[config.mk]
export PLATFORM = sky130hd
export DESIGN_NAME = edge_event_arbiter
export DESIGN_NICKNAME = d
export VERILOG_FILES = /design/src/rtl/edge_evt_pkg.sv /design/src/rtl/edgedet_bank.sv /design/src/rtl/edge_event_arbiter.sv
export SDC_FILE = /design/constraint.sdc
export NUM_CORES = 1
export LEC_CHECK = 0
export BUFFER_PORTS_ARGS = -buffer_cell sky130_fd_sc_hd__clkbuf_2
export CORE_UTILIZATION = 52
export DETAILED_ROUTE_END_ITERATION = 8
export PLACE_DENSITY = 0.76
export SLEW_MARGIN = 40
export SYNTH_ARGS = -nofsm -noshare
export SYNTH_HDL_FRONTEND = slang
export SYNTH_SLANG_ARGS = --single-unit
[constraint.sdc]
create_clock -name clk -period 2.45 [get_ports clk]
set_input_delay 0.3675 -clock clk [delete_from_list [all_inputs] [get_ports clk]]
set_output_delay 0.3675 -clock clk [all_outputs]
set_load 0.05 [all_outputs]
[src/rtl/edge_evt_pkg.sv]
// Shared types and helpers for the edge-event arbiter: FSM encoding, the channel-count
// ceiling and the round-robin selector.
package edge_evt_pkg;

    typedef enum logic {IDLE, PRESENT} fsm_t;

    localparam int MAX_CH = 16;

    // Returns the first set bit at or after ptr, wrapping modulo n (n <= MAX_CH, ptr < n).
    function automatic logic [3:0] rr_pick(input logic [MAX_CH-1:0] pend,
                                           input logic [3:0]        ptr,
                                           input int unsigned       n);
        logic [4:0] idx;
        logic       found;
        rr_pick = '0;
        found   = 1'b0;
        for (int k = 0; k < MAX_CH; k++) begin
            if (k < int'(n)) begin
                idx = {1'b0, ptr} + 5'(k);
                if (idx >= 5'(n)) idx = idx - 5'(n);
                if (!found && pend[idx[3:0]]) begin
                    rr_pick = idx[3:0];
                    found   = 1'b1;
                end
            end
        end
    endfunction

endpackage

[src/rtl/edgedet_bank.sv]
// NUM_CH parallel edge detectors with per-channel history.
// Defining EDGE_EVT_SYNC_EN inserts a 2-flop synchronizer in front of each detector.
module edgedet_bank #(
    parameter int NUM_CH      = 4,
    parameter int RISING_EDGE = 1
) (
    input  logic              clk,
    input  logic              rst,
    input  logic              en_i,
    input  logic [NUM_CH-1:0] lvl_i,
    output logic [NUM_CH-1:0] det_o
);

    logic [NUM_CH-1:0] lvl;
    logic [NUM_CH-1:0] prev_q;

`ifdef EDGE_EVT_SYNC_EN
    logic [NUM_CH-1:0] sync1_q;
    logic [NUM_CH-1:0] sync2_q;

    // Synchronizer runs every cycle; en only gates the history and the detection.
    always_ff @(posedge clk or posedge rst) begin
        if (rst) begin
            sync1_q <= '0;
            sync2_q <= '0;
        end else begin
            sync1_q <= lvl_i;
            sync2_q <= sync1_q;
        end
    end

    assign lvl = sync2_q;
`else
    assign lvl = lvl_i;
`endif

    always_ff @(posedge clk or posedge rst) begin
        if (rst) begin
            prev_q <= '0;
        end else if (en_i) begin
            prev_q <= lvl;
        end
    end

    always_comb begin
        det_o = '0;
        if (en_i) begin
            det_o = (RISING_EDGE != 0) ? (~prev_q & lvl) : (prev_q & ~lvl);
        end
    end

endmodule

[src/rtl/edge_event_arbiter.sv]
// Edge-event arbiter: latches detected edges as pending events and presents them one at a
// time on a valid/ready port in round-robin order. Optional input sync: EDGE_EVT_SYNC_EN.
module edge_event_arbiter
    import edge_evt_pkg::*;
#(
    parameter int NUM_CH      = 4,
    parameter int RISING_EDGE = 1,
    parameter int CH_W        = $clog2(NUM_CH)
) (
    input  logic              clk,
    input  logic              rst,
    input  logic              en,
    input  logic [NUM_CH-1:0] i,
    output logic              o_valid,
    output logic [CH_W-1:0]   o_ch,
    input  logic              o_ready,
    output logic [NUM_CH-1:0] pending,
    output logic [NUM_CH-1:0] ovr,
    input  logic [NUM_CH-1:0] ovr_clr
);

    fsm_t              state_q, state_d;
    logic [CH_W-1:0]   och_q, och_d;
    logic [CH_W-1:0]   rr_q, rr_d;
    logic [NUM_CH-1:0] pend_q, pend_d;
    logic [NUM_CH-1:0] ovr_q, ovr_d;
    logic [NUM_CH-1:0] det;
    logic [NUM_CH-1:0] xfer_vec;
    logic [MAX_CH-1:0] pend_ext;
    logic              xfer;

    edgedet_bank #(
        .NUM_CH      (NUM_CH),
        .RISING_EDGE (RISING_EDGE)
    ) u_det (
        .clk   (clk),
        .rst   (rst),
        .en_i  (en),
        .lvl_i (i),
        .det_o (det)
    );

    assign xfer     = (state_q == PRESENT) && o_ready;
    assign xfer_vec = xfer ? (NUM_CH'(1) << och_q) : '0;

    // A fresh edge on the channel being transferred re-arms pending instead of overrunning.
    assign pend_d = (pend_q & ~xfer_vec) | det;
    assign ovr_d  = (ovr_q & ~ovr_clr) | (det & pend_q & ~xfer_vec);

    always_comb begin
        pend_ext               = '0;
        pend_ext[NUM_CH-1:0]   = pend_q;
    end

    always_comb begin
        state_d = state_q;
        och_d   = och_q;
        rr_d    = rr_q;
        unique case (state_q)
            IDLE: begin
                if (|pend_q) begin
                    och_d   = CH_W'(rr_pick(pend_ext, 4'(rr_q), NUM_CH));
                    state_d = PRESENT;
                end
            end
            PRESENT: begin
                if (o_ready) begin
                    rr_d    = (och_q == CH_W'(NUM_CH - 1)) ? '0 : och_q + 1'b1;
                    state_d = IDLE;
                end
            end
            default: state_d = IDLE;
        endcase
    end

    always_ff @(posedge clk or posedge rst) begin
        if (rst) begin
            state_q <= IDLE;
            och_q   <= '0;
            rr_q    <= '0;
            pend_q  <= '0;
            ovr_q   <= '0;
        end else begin
            state_q <= state_d;
            och_q   <= och_d;
            rr_q    <= rr_d;
            pend_q  <= pend_d;
            ovr_q   <= ovr_d;
        end
    end

    assign o_valid = (state_q == PRESENT);
    assign o_ch    = och_q;
    assign pending = pend_q;
    assign ovr     = ovr_q;

endmodule

==> flow_summary.toml, run 1 <==
[logic_synthesis]
ys_ff_latch = 17
ys_top_cells_by_count = "dfrtp_1 (17), nand2_1 (14), inv_1 (12)"
synth_cells = 108
async_flop_share_pct = 100
synth_nets = 128
synth_edf_count = 0
synth.top_cell.area_share_pct = 40.5
yosys.area.top_type = "dfrtp_1"
ys_types = 28
ys_warn_count = 0
synth_xor_area_share_pct = 0
synth-compound-area-share_pct = 15.5
synth_top_family_by_area = "compound AO/OA/AOI/OAI gates"
synth.most_common_cell = "dfrtp_1"
synthMuxAreaShare_pct = 13.7
synthAdderAreaFrac_pct = 9.52
synth_area_um2 = 1050
synthSimpleGateAreaFrac_pct = 13.9
yosysSeqAreaShare_pct = 40.5
avgSynthCellArea_um2 = 9.73
netlist_top_cells_area = "dfrtp_1 (40%), ha_1 (9.5%), mux2i_1 (7.6%), nand2_1 (5.0%), inv_1 (4.3%)"
ys.flop_type = "dfrtp_1"

[global_route]
grt_use_met1_pct = 24.3
grtUsageMet2_pct = 36.7
gr-max-usage-layer = "met2"
antenna_found_initial = 0
grt_pass1_vias = 757
grt_overflow = 0
grt_max_degree = 18
track_usage_pct = 21.3
grt_pass1_wl_mm = 3.22
use_met3_pct = 3.08

[timing]
setup_viol = 0
tns_ns = 0
fin_crit_ns = 2.17
slew_headroom_pct = 58.0
tightest_slew_ns = 0.629
rsz0062_at_grt = "no"
skew_ns = 0.00226
maxSlewViolCount = 0
max_freq_mhz = 460
timing_hold_violations_final = 0
finalCritPeriodShare_pct = 88.8

[setup_path]
path_max_fanout = 7
critPathArrivalTime_ns = 2.35
worstSetupEndpointType = "flip-flop"
critPathRequiredTime_ns = 2.63
criticalPathCategory = "flip-flop to flip-flop"
startpoint_type = "flip-flop"

[power]
pwr-share-seq_pct = 30.5
sw_frac_of_total_pct = 52.2
vdd_drop_max_mv = 0.720
p_int_mw = 0.790
comb_power_share_pct = 60.4
p_per_area_nw_per_um2 = 1370
p_sw_mw = 0.861
p_leak_nw = 0.596
power.share.clock_pct = 9.1

[cts]
clkLatencyLatePin_ns = 0.29
htreeDepth = 1
cts-buffers-inserted = 3
clk_path_buf_depth = 2
cts.sinks = 17
root_buffer = "clkbuf_4"
cts_tree = "yes"
hold_buffers = 0
clk_pin_slew_worst_paths_ns = 0.09
cts-resized-gates = 0
cts_setup_buffers = 0

[detailed_routing]
vias = 819
drtAntennaViolNets = 0
totalWireLength_mm = 2.06
drt_iter0_markers = 11
wl_per_cell_um = 13.2
routed_via_density = 5.25
drt-pass1-iter-count = 4
drc = 0

[min_path]
hold_path.class = "input port to asynchronous set/reset pin"

[cells_and_area]
regArea_um2 = 425
nFillCells = 186
n_antenna_cell = 0
multi_input_area_um2 = 553
drive_above_1_share_pct = 25.2
finish.net_count = 152
areaGrowthSynthToFinish_pct = 14.4
postLayoutCoreUtil_pct = 66.7

[floorplanning]
initial_core_util_pct = 58.3
io-pin-count = 23
die_area_um2 = 2200
die_h_um = 47.0
die_w_um = 47.0
num_rows = 15
core_area_um2 = 1800

[placed_design]
place_congestion = 0.896
hpwl_mm = 1.57
portBuffers = 22

[flow_run]
maxCapViolations = 0

[outcome]
status = "complete, no violations"
## metrics by stage
stage               hold slack (ns)  setup slack, ns  instance area [um2]  total power [mW]  cells
floorplan                     0.294            0.218                 1050              1.30    108
global placement              0.453            0.374                 1180              1.48    152
detailed placement            0.478            0.266                 1180              1.50    152
CTS                           0.145            0.264                 1200              1.66    156
global route                  0.200            0.162                 1200              1.76    156
finish                        0.120            0.275                 1200              1.65    156
## layer usage
| metal | vias up | part of all wire, % |
|---|---|---|
| met1 | 370 | 44 |
| met2 | 26 | 50 |
| met3 | 7 | 3.2 |
| met5 | - | 0 |
| met4 | 0 | 3.0 |
| li1 | 416 | - |
## registers in the layout, indices dropped and copies added, names as in the netlist
signal and count:
u_det.prev_q 4, rr_q 2, o_valid 1, o_ch 2, ovr 4, pending 4
## final cells by class
type	instances	share of cell area [%]
Clock buffer	4	2.19
Timing Repair Buffer	23	9.78
Tap cell	25	2.60
Multi-Input combinational cell	74	46.0
Inverter	13	4.06
Sequential cell	17	35.4
## cell families (layout without fill, tap and decap cells)
family,Yosys count,count (layout)
compound gates,21,21
fa+ha+maj,8,8
buf+inv,17,40
flops,17,17
mux,13,13
simple gates,32,32
## critical path, cell delays in order, from the launching register on
cell,delay (ns)
dfrtp_1,0.51
inv_1,0.16
ha_1,0.38
mux2i_1,0.16
a2111oi_2,0.38
nor3_1,0.10
o32ai_1,0.24
a31oi_1,0.11
## cells in the final DEF (no fill, tap or decap), types with 4 or more instances in the layout
cell      instances
clkbuf_2         22
inv_1            12
o21ai_0           8
dfrtp_1          17
o32ai_1           4
mux2i_1           8
ha_1              8
nor2_1            7
nand2_1          14
## final timing paths
check,from,to,slack (ns),depth (start not counted)
min,rst,ovr[3],0.12,2
max reg2reg,rr_q[1],o_ch[1],0.28,7
max in group asynchronous,rst,o_valid,1.93,2
min in group clk,ovr_clr[2],ovr[2],0.24,2
min reg2reg,u_det.prev_q[3],pending[3],0.49,1
max,rr_q[1],o_ch[1],0.28,7
## power by group through the flow
stage / Combinational, mW / Sequential, mW / Clock, mW
4_1_cts: 0.999 / 0.504 / 0.155
6_report: 0.996 / 0.504 / 0.151
2_1_floorplan: 0.607 / 0.690 / 0
5_1_grt: 1.08 / 0.516 / 0.163
3_3_place_gp: 0.980 / 0.503 / 0
3_5_place_dp: 0.994 / 0.510 / 0
Note: power is estimated with default switching activity, not from simulation.
==> run 2, diff against run 1 <==
--- a/config.mk
+++ b/config.mk
@@ -5,8 +5,10 @@
 export SDC_FILE = /design/constraint.sdc
 export NUM_CORES = 1
 export LEC_CHECK = 0
+export ABC_AREA = 1
 export BUFFER_PORTS_ARGS = -buffer_cell sky130_fd_sc_hd__clkbuf_2
 export CORE_UTILIZATION = 52
+export CTS_BUF_LIST = sky130_fd_sc_hd__clkbuf_8 sky130_fd_sc_hd__clkbuf_16
 export DETAILED_ROUTE_END_ITERATION = 8
 export PLACE_DENSITY = 0.76
 export SLEW_MARGIN = 40
==> flow_summary.toml, run 2 <==
[timing]
finalWorstSetupSlack_ns = 0.599
max_freq_mhz = 540
slew_headroom_pct = 57.5
tns_ns = 0
fin_crit_ns = 1.85
finalCritPeriodShare_pct = 75.5
maxSlewViolCount = 0
setup_viol = 0
whs_ns = 0.174
rsz0062_at_grt = "no"
skew_ns = 0.00137
tightest_slew_ns = 0.637
timing_hold_violations_final = 0

[logic_synthesis]
ys_top_cells_by_count = "nand2_1 (36), inv_1 (23), dfrtp_1 (17)"
yosysSeqAreaShare_pct = 41.1
ys_warn_count = 0
async_flop_share_pct = 100
synth_cells = 134
ys_ff_latch = 17
avgSynthCellArea_um2 = 7.73
synth_area_um2 = 1040
synth_edf_count = 0
ys_types = 17
synth_nets = 154
netlist_top_cells_area = "dfrtp_1 (41%), nand2_1 (13%), ha_1 (9.7%), inv_1 (8.3%), nand3_1 (6.3%)"
synth.most_common_cell = "nand2_1"
synth.top_cell.area_share_pct = 41.1
yosys.area.top_type = "dfrtp_1"
ys.flop_type = "dfrtp_1"

[floorplanning]
die_w_um = 46.6
io-pin-count = 23
initial_core_util_pct = 57.5
die_area_um2 = 2170
num_rows = 15
die_h_um = 46.6
core_area_um2 = 1800

[cells_and_area]
final_cell_mix = "nand2_1 (36), inv_1 (24), clkbuf_2 (22)"
areaGrowthSynthToFinish_pct = 17.6
layout_commonest_cell = "nand2_1"
nFillCells = 162
finish.net_count = 180
postLayoutCoreUtil_pct = 67.6
n_antenna_cell = 0
stdcell_area_um2 = 1220
drive_above_1_share_pct = 25.8

[cts]
cts.sinks = 17
clk_path_buf_depth = 2
clk_pin_slew_worst_paths_ns = 0.06
cts_tree = "yes"
cts-resized-gates = 0
hold_buffers = 0
cts_setup_buffers = 0
htreeDepth = 1
clkLatencyLatePin_ns = 0.25
cts-buffers-inserted = 3
root_buffer = "clkbuf_8"

[setup_path]
r2r-start = "rr_q[0]"
critical_path.startpoint = "rr_q[0]"
critPathRequiredTime_ns = 2.59
criticalPathCategory = "flip-flop to flip-flop"
worstSetupEndpointType = "flip-flop"
slowest_stage = "dfrtp_1"
slowest_delay_ns = 0.52
crit_buf_inv = 2
r2r_cells = 11
r2r_end = "o_ch[1]"
crit_chain = "inv_2, ha_1, inv_1, nand3_2, nand2_2, nor2_4, nor2_2, nand2_1, nand3_1, nand2_1, nand2_1"
critPathArrivalTime_ns = 2.00
startpoint_type = "flip-flop"
r2r_slack_ns = 0.60
cp_common_cell = "nand2_1"
crit_family = "simple AND/OR/NAND/NOR gates"
path_max_fanout = 10

[min_path]
hold_path.class = "input port to asynchronous set/reset pin"

[detailed_routing]
drc = 0
drt-pass1-iter-count = 4
totalWireLength_mm = 2.08
vias = 921
drtAntennaViolNets = 0
wl_per_cell_um = 11.3
drt_iter0_markers = 12
routed_via_density = 5.01

[placed_design]
hpwl_mm = 1.68
placed_area_um2 = 1170
dp_slack_ns = 0.639
portBuffers = 22
place_congestion = 0.864

[power]
p_leak_nw = 0.705
p_per_area_nw_per_um2 = 1480
vdd_drop_max_mv = 0.650

[global_route]
grt_pass1_vias = 857
antenna_found_initial = 0
grt_max_degree = 18
grt_pass1_wl_mm = 3.50
grt_overflow = 0
track_usage_pct = 23.3

[flow_run]
maxCapViolations = 0

[outcome]
status = "complete, no violations"
run 2: cell types whose count changed after synthesis, moves of 3 or more:
cell / previous run / this run
nor3_1: 3 / 0
a21oi_1: 1 / 5
nor2_1: 7 / 2
mux2i_1: 8 / 0
inv_1: 12 / 23
inv_2: 0 / 3
nand2_2: 0 / 7
nand2_1: 14 / 36
o32ai_1: 4 / 0
nand3_1: 0 / 13
mux2_2: 3 / 0
nand3_2: 0 / 4
run 2: final cells by class:
| type | count | area (um2) | share of cell area (%) |
|---|---|---|---|
| clock inverters | 1 | 3.75 | 0.308 |
| multi-input cells | 90 | 509 | 41.8 |
| repair buffers | 22 | 110 | 9.03 |
| flip-flops and latches | 17 | 425 | 34.9 |
| clock buffers | 3 | 41.3 | 3.39 |
| inverters | 26 | 97.6 | 8.01 |
| well taps | 25 | 31.3 | 2.57 |
run 2: cell families after synthesis:
kind of cell	Yosys count	synth area share, %
AND/OR/NAND/NOR	65	30.6
adder cells (fa/ha/maj)	8	9.66
AO/OA/AOI/OAI	17	8.94
buffers and inverters	27	9.78
flip-flops	17	41.1
run 2: how the worst max path moves through the flow:
| stage | to | slack [ns] | cells past startpoint |
|---|---|---|---|
| after floorplan | o_ch[1] | 0.80 | 11 |
| after global placement | o_ch[1] | 0.68 | 11 |
| after detailed placement | o_ch[0] | 0.64 | 10 |
| after CTS | o_ch[0] | 0.62 | 10 |
| after global routing | o_ch[1] | 0.45 | 12 |
| final | o_ch[1] | 0.60 | 11 |
run 2: worst register-to-register path, cell delays in order, from the launching register on:
cell     delay (ns)
dfrtp_1        0.52
inv_2          0.14
ha_1           0.40
inv_1          0.10
nand3_2        0.09
nand2_2        0.06
nor2_4         0.13
nor2_2         0.05
nand2_1        0.08
nand3_1        0.08
nand2_1        0.06
nand2_1        0.04
run 2: stage by stage:
stage / power, mW / cells
2_1_floorplan: 1.35 / 134
3_3_place_gp: 1.55 / 180
3_5_place_dp: 1.59 / 180
4_1_cts: 1.81 / 184
5_1_grt: 1.95 / 184
6_report: 1.80 / 184
run 2: routing by layer:
metal / track usage, % / wire length [um]
met1: 27.1 / 892
met3: 4.71 / 74
met5: 0 / 0
met4: 8.57 / 15
met2: 41.7 / 1100
run 2: power by group:
group / internal, mW / leakage, nW / switching (mW)
Combinational: 0.322 / 0.477 / 0.777
Clock: 0.111 / 0.0269 / 0.0905
Sequential: 0.372 / 0.201 / 0.126
==> run 3, diff against run 2 <==
--- a/config.mk
+++ b/config.mk
@@ -5,7 +5,7 @@
 export SDC_FILE = /design/constraint.sdc
 export NUM_CORES = 1
 export LEC_CHECK = 0
-export ABC_AREA = 1
+export ABC_AREA = 0
 export BUFFER_PORTS_ARGS = -buffer_cell sky130_fd_sc_hd__clkbuf_2
 export CORE_UTILIZATION = 52
 export CTS_BUF_LIST = sky130_fd_sc_hd__clkbuf_8 sky130_fd_sc_hd__clkbuf_16
==> constraint.sdc (replaced) <==
create_clock -name clk -period 1.8 [get_ports clk]
set_input_delay 0.27 -clock clk [delete_from_list [all_inputs] [get_ports clk]]
set_output_delay 0.27 -clock clk [all_outputs]
set_load 0.05 [all_outputs]
==> flow_summary.toml, run 3 (synthesis gave the netlist of run 1 again) <==
[flow_run]
maxCapViolations = 0

[setup_path]
critPathRequiredTime_ns = 1.92
criticalPathCategory = "flip-flop to flip-flop"
critPathArrivalTime_ns = 1.94
startpoint_type = "flip-flop"
worstSetupEndpointType = "flip-flop"
r2r_end = "o_ch[0]"
r2r_slack_ns = -0.03
r2r-start = "rr_q[0]"
r2r_cells = 7
path_max_fanout = 3

[detailed_routing]
wl_per_cell_um = 14.6
drc = 0
drt-pass1-iter-count = 4
vias = 927
drt_iter0_markers = 12
totalWireLength_mm = 2.47
routed_via_density = 5.49
drtAntennaViolNets = 0

[cells_and_area]
layout_commonest_cell = "clkbuf_2"
areaGrowthSynthToFinish_pct = 33.7
finish.net_count = 165
n_antenna_cell = 0
final_cell_mix = "clkbuf_2 (22), nand2_1 (14), dfrtp_1 (13), buf_4 (13), inv_1 (12)"
stdcell_area_um2 = 1410
multi_input_area_um2 = 618
regArea_um2 = 430
nFillCells = 141
postLayoutCoreUtil_pct = 78.0
drive_above_1_share_pct = 41.7

[power]
vdd_drop_max_mv = 1.20
p_total_mw = 2.89
p_per_area_nw_per_um2 = 2050
p_leak_nw = 0.676

[timing]
timing_hold_violations_final = 0
fin_crit_ns = 1.83
tightest_slew_ns = 0.635
rsz0062_at_grt = "yes"
slew_headroom_pct = 57.6
setup_viol = 2
skew_ns = 0.00159
max_freq_mhz = 547
tns_ns = -0.0439
maxSlewViolCount = 0
finalWorstSetupSlack_ns = -0.0285
finalCritPeriodShare_pct = 102

[outcome]
status = "finished, violations left"
failed_checks = "negative setup slack"

[placed_design]
hpwl_mm = 1.87
place_congestion = 0.932
placed_area_um2 = 1270
portBuffers = 22

[floorplanning]
io-pin-count = 23
initial_core_util_pct = 58.3
die_h_um = 47.0
core_area_um2 = 1800
die_area_um2 = 2200
die_w_um = 47.0
num_rows = 15

[global_route]
grt_pass1_vias = 899
grt_overflow = 0
grt_max_degree = 18
grt_pass1_wl_mm = 3.88
track_usage_pct = 25.6
antenna_found_initial = 0

[min_path]
hold_path.class = "input port to asynchronous set/reset pin"

[cts]
clk_pin_slew_worst_paths_ns = 0.07
root_buffer = "clkbuf_8"
cts_tree = "yes"
htreeDepth = 1
clk_path_buf_depth = 2
cts-buffers-inserted = 3
cts.sinks = 17
clkLatencyLatePin_ns = 0.25
-- run 3: changes by cell type in the layout (fill, tap and decap cells not counted), moves of 5 or more --
cell,before,now
nor2_1,2,7
nand2_2,7,0
mux2i_1,0,5
inv_1,24,12
nand3_1,13,0
nand2_1,36,14
buf_4,0,13
-- run 3: final cells by class --
type,count,area share (%)
clock inverters,1,0.267
multi-input cells,74,44.0
well taps,25,2.23
flip-flops and latches,17,30.6
clock buffers,3,2.94
inverters,13,4.36
repair buffers,36,15.6
-- run 3: worst max path at each step --
stage                        from       to  slack [ns]  cells after the start
after floorplan           rr_q[0]  o_ch[0]      -0.004                      8
after global placement    rr_q[1]  o_ch[0]       -0.07                      7
after detailed placement  rr_q[0]  o_ch[1]       -0.12                      7
after CTS                 rr_q[0]  o_ch[0]       -0.04                      7
after global routing      rr_q[1]  o_ch[0]       -0.08                      7
final                     rr_q[0]  o_ch[0]       -0.03                      7
-- run 3: stage by stage --
step	cells	setup slack (ns)	hold slack, ns
global placement	161	-0.0712	0.363
global route	169	-0.0779	0.148
CTS	169	-0.0377	0.101
detailed placement	161	-0.116	0.367
floorplan	108	-0.00382	0.196
finish	169	-0.0285	0.0761
-- run 3: critical path, cell delays in order (launching register included) --
cell	delay, ns
dfrtp_2	0.46
clkinv_8	0.07
ha_4	0.30
mux2i_2	0.24
a2111oi_2	0.06
or2_1	0.25
o211ai_1	0.20
a31oi_1	0.11
-- run 3: timing repair --
action,in CTS,in global routing
resized for setup,6,6
setup buffers,4,0
cloned,0,0
hold buffers,0,0
pin swaps,5,4
endpoints found under the setup margin,2,2
-- run 3: routing by layer --
layer	vias to the layer above	wire length, um	track usage, %
li1	447	-	-
met1	440	1020	28.5
met2	34	1300	45.8
met3	6	94	5.00
met4	0	52	13.7
met5	-	0	0
-- run 3: where the power goes --
group	switching, mW	leakage, nW	internal [mW]
clock network	0.128	0.0269	0.151
logic	1.14	0.451	0.831
registers	0.133	0.198	0.506
total	1.40	0.676	1.49
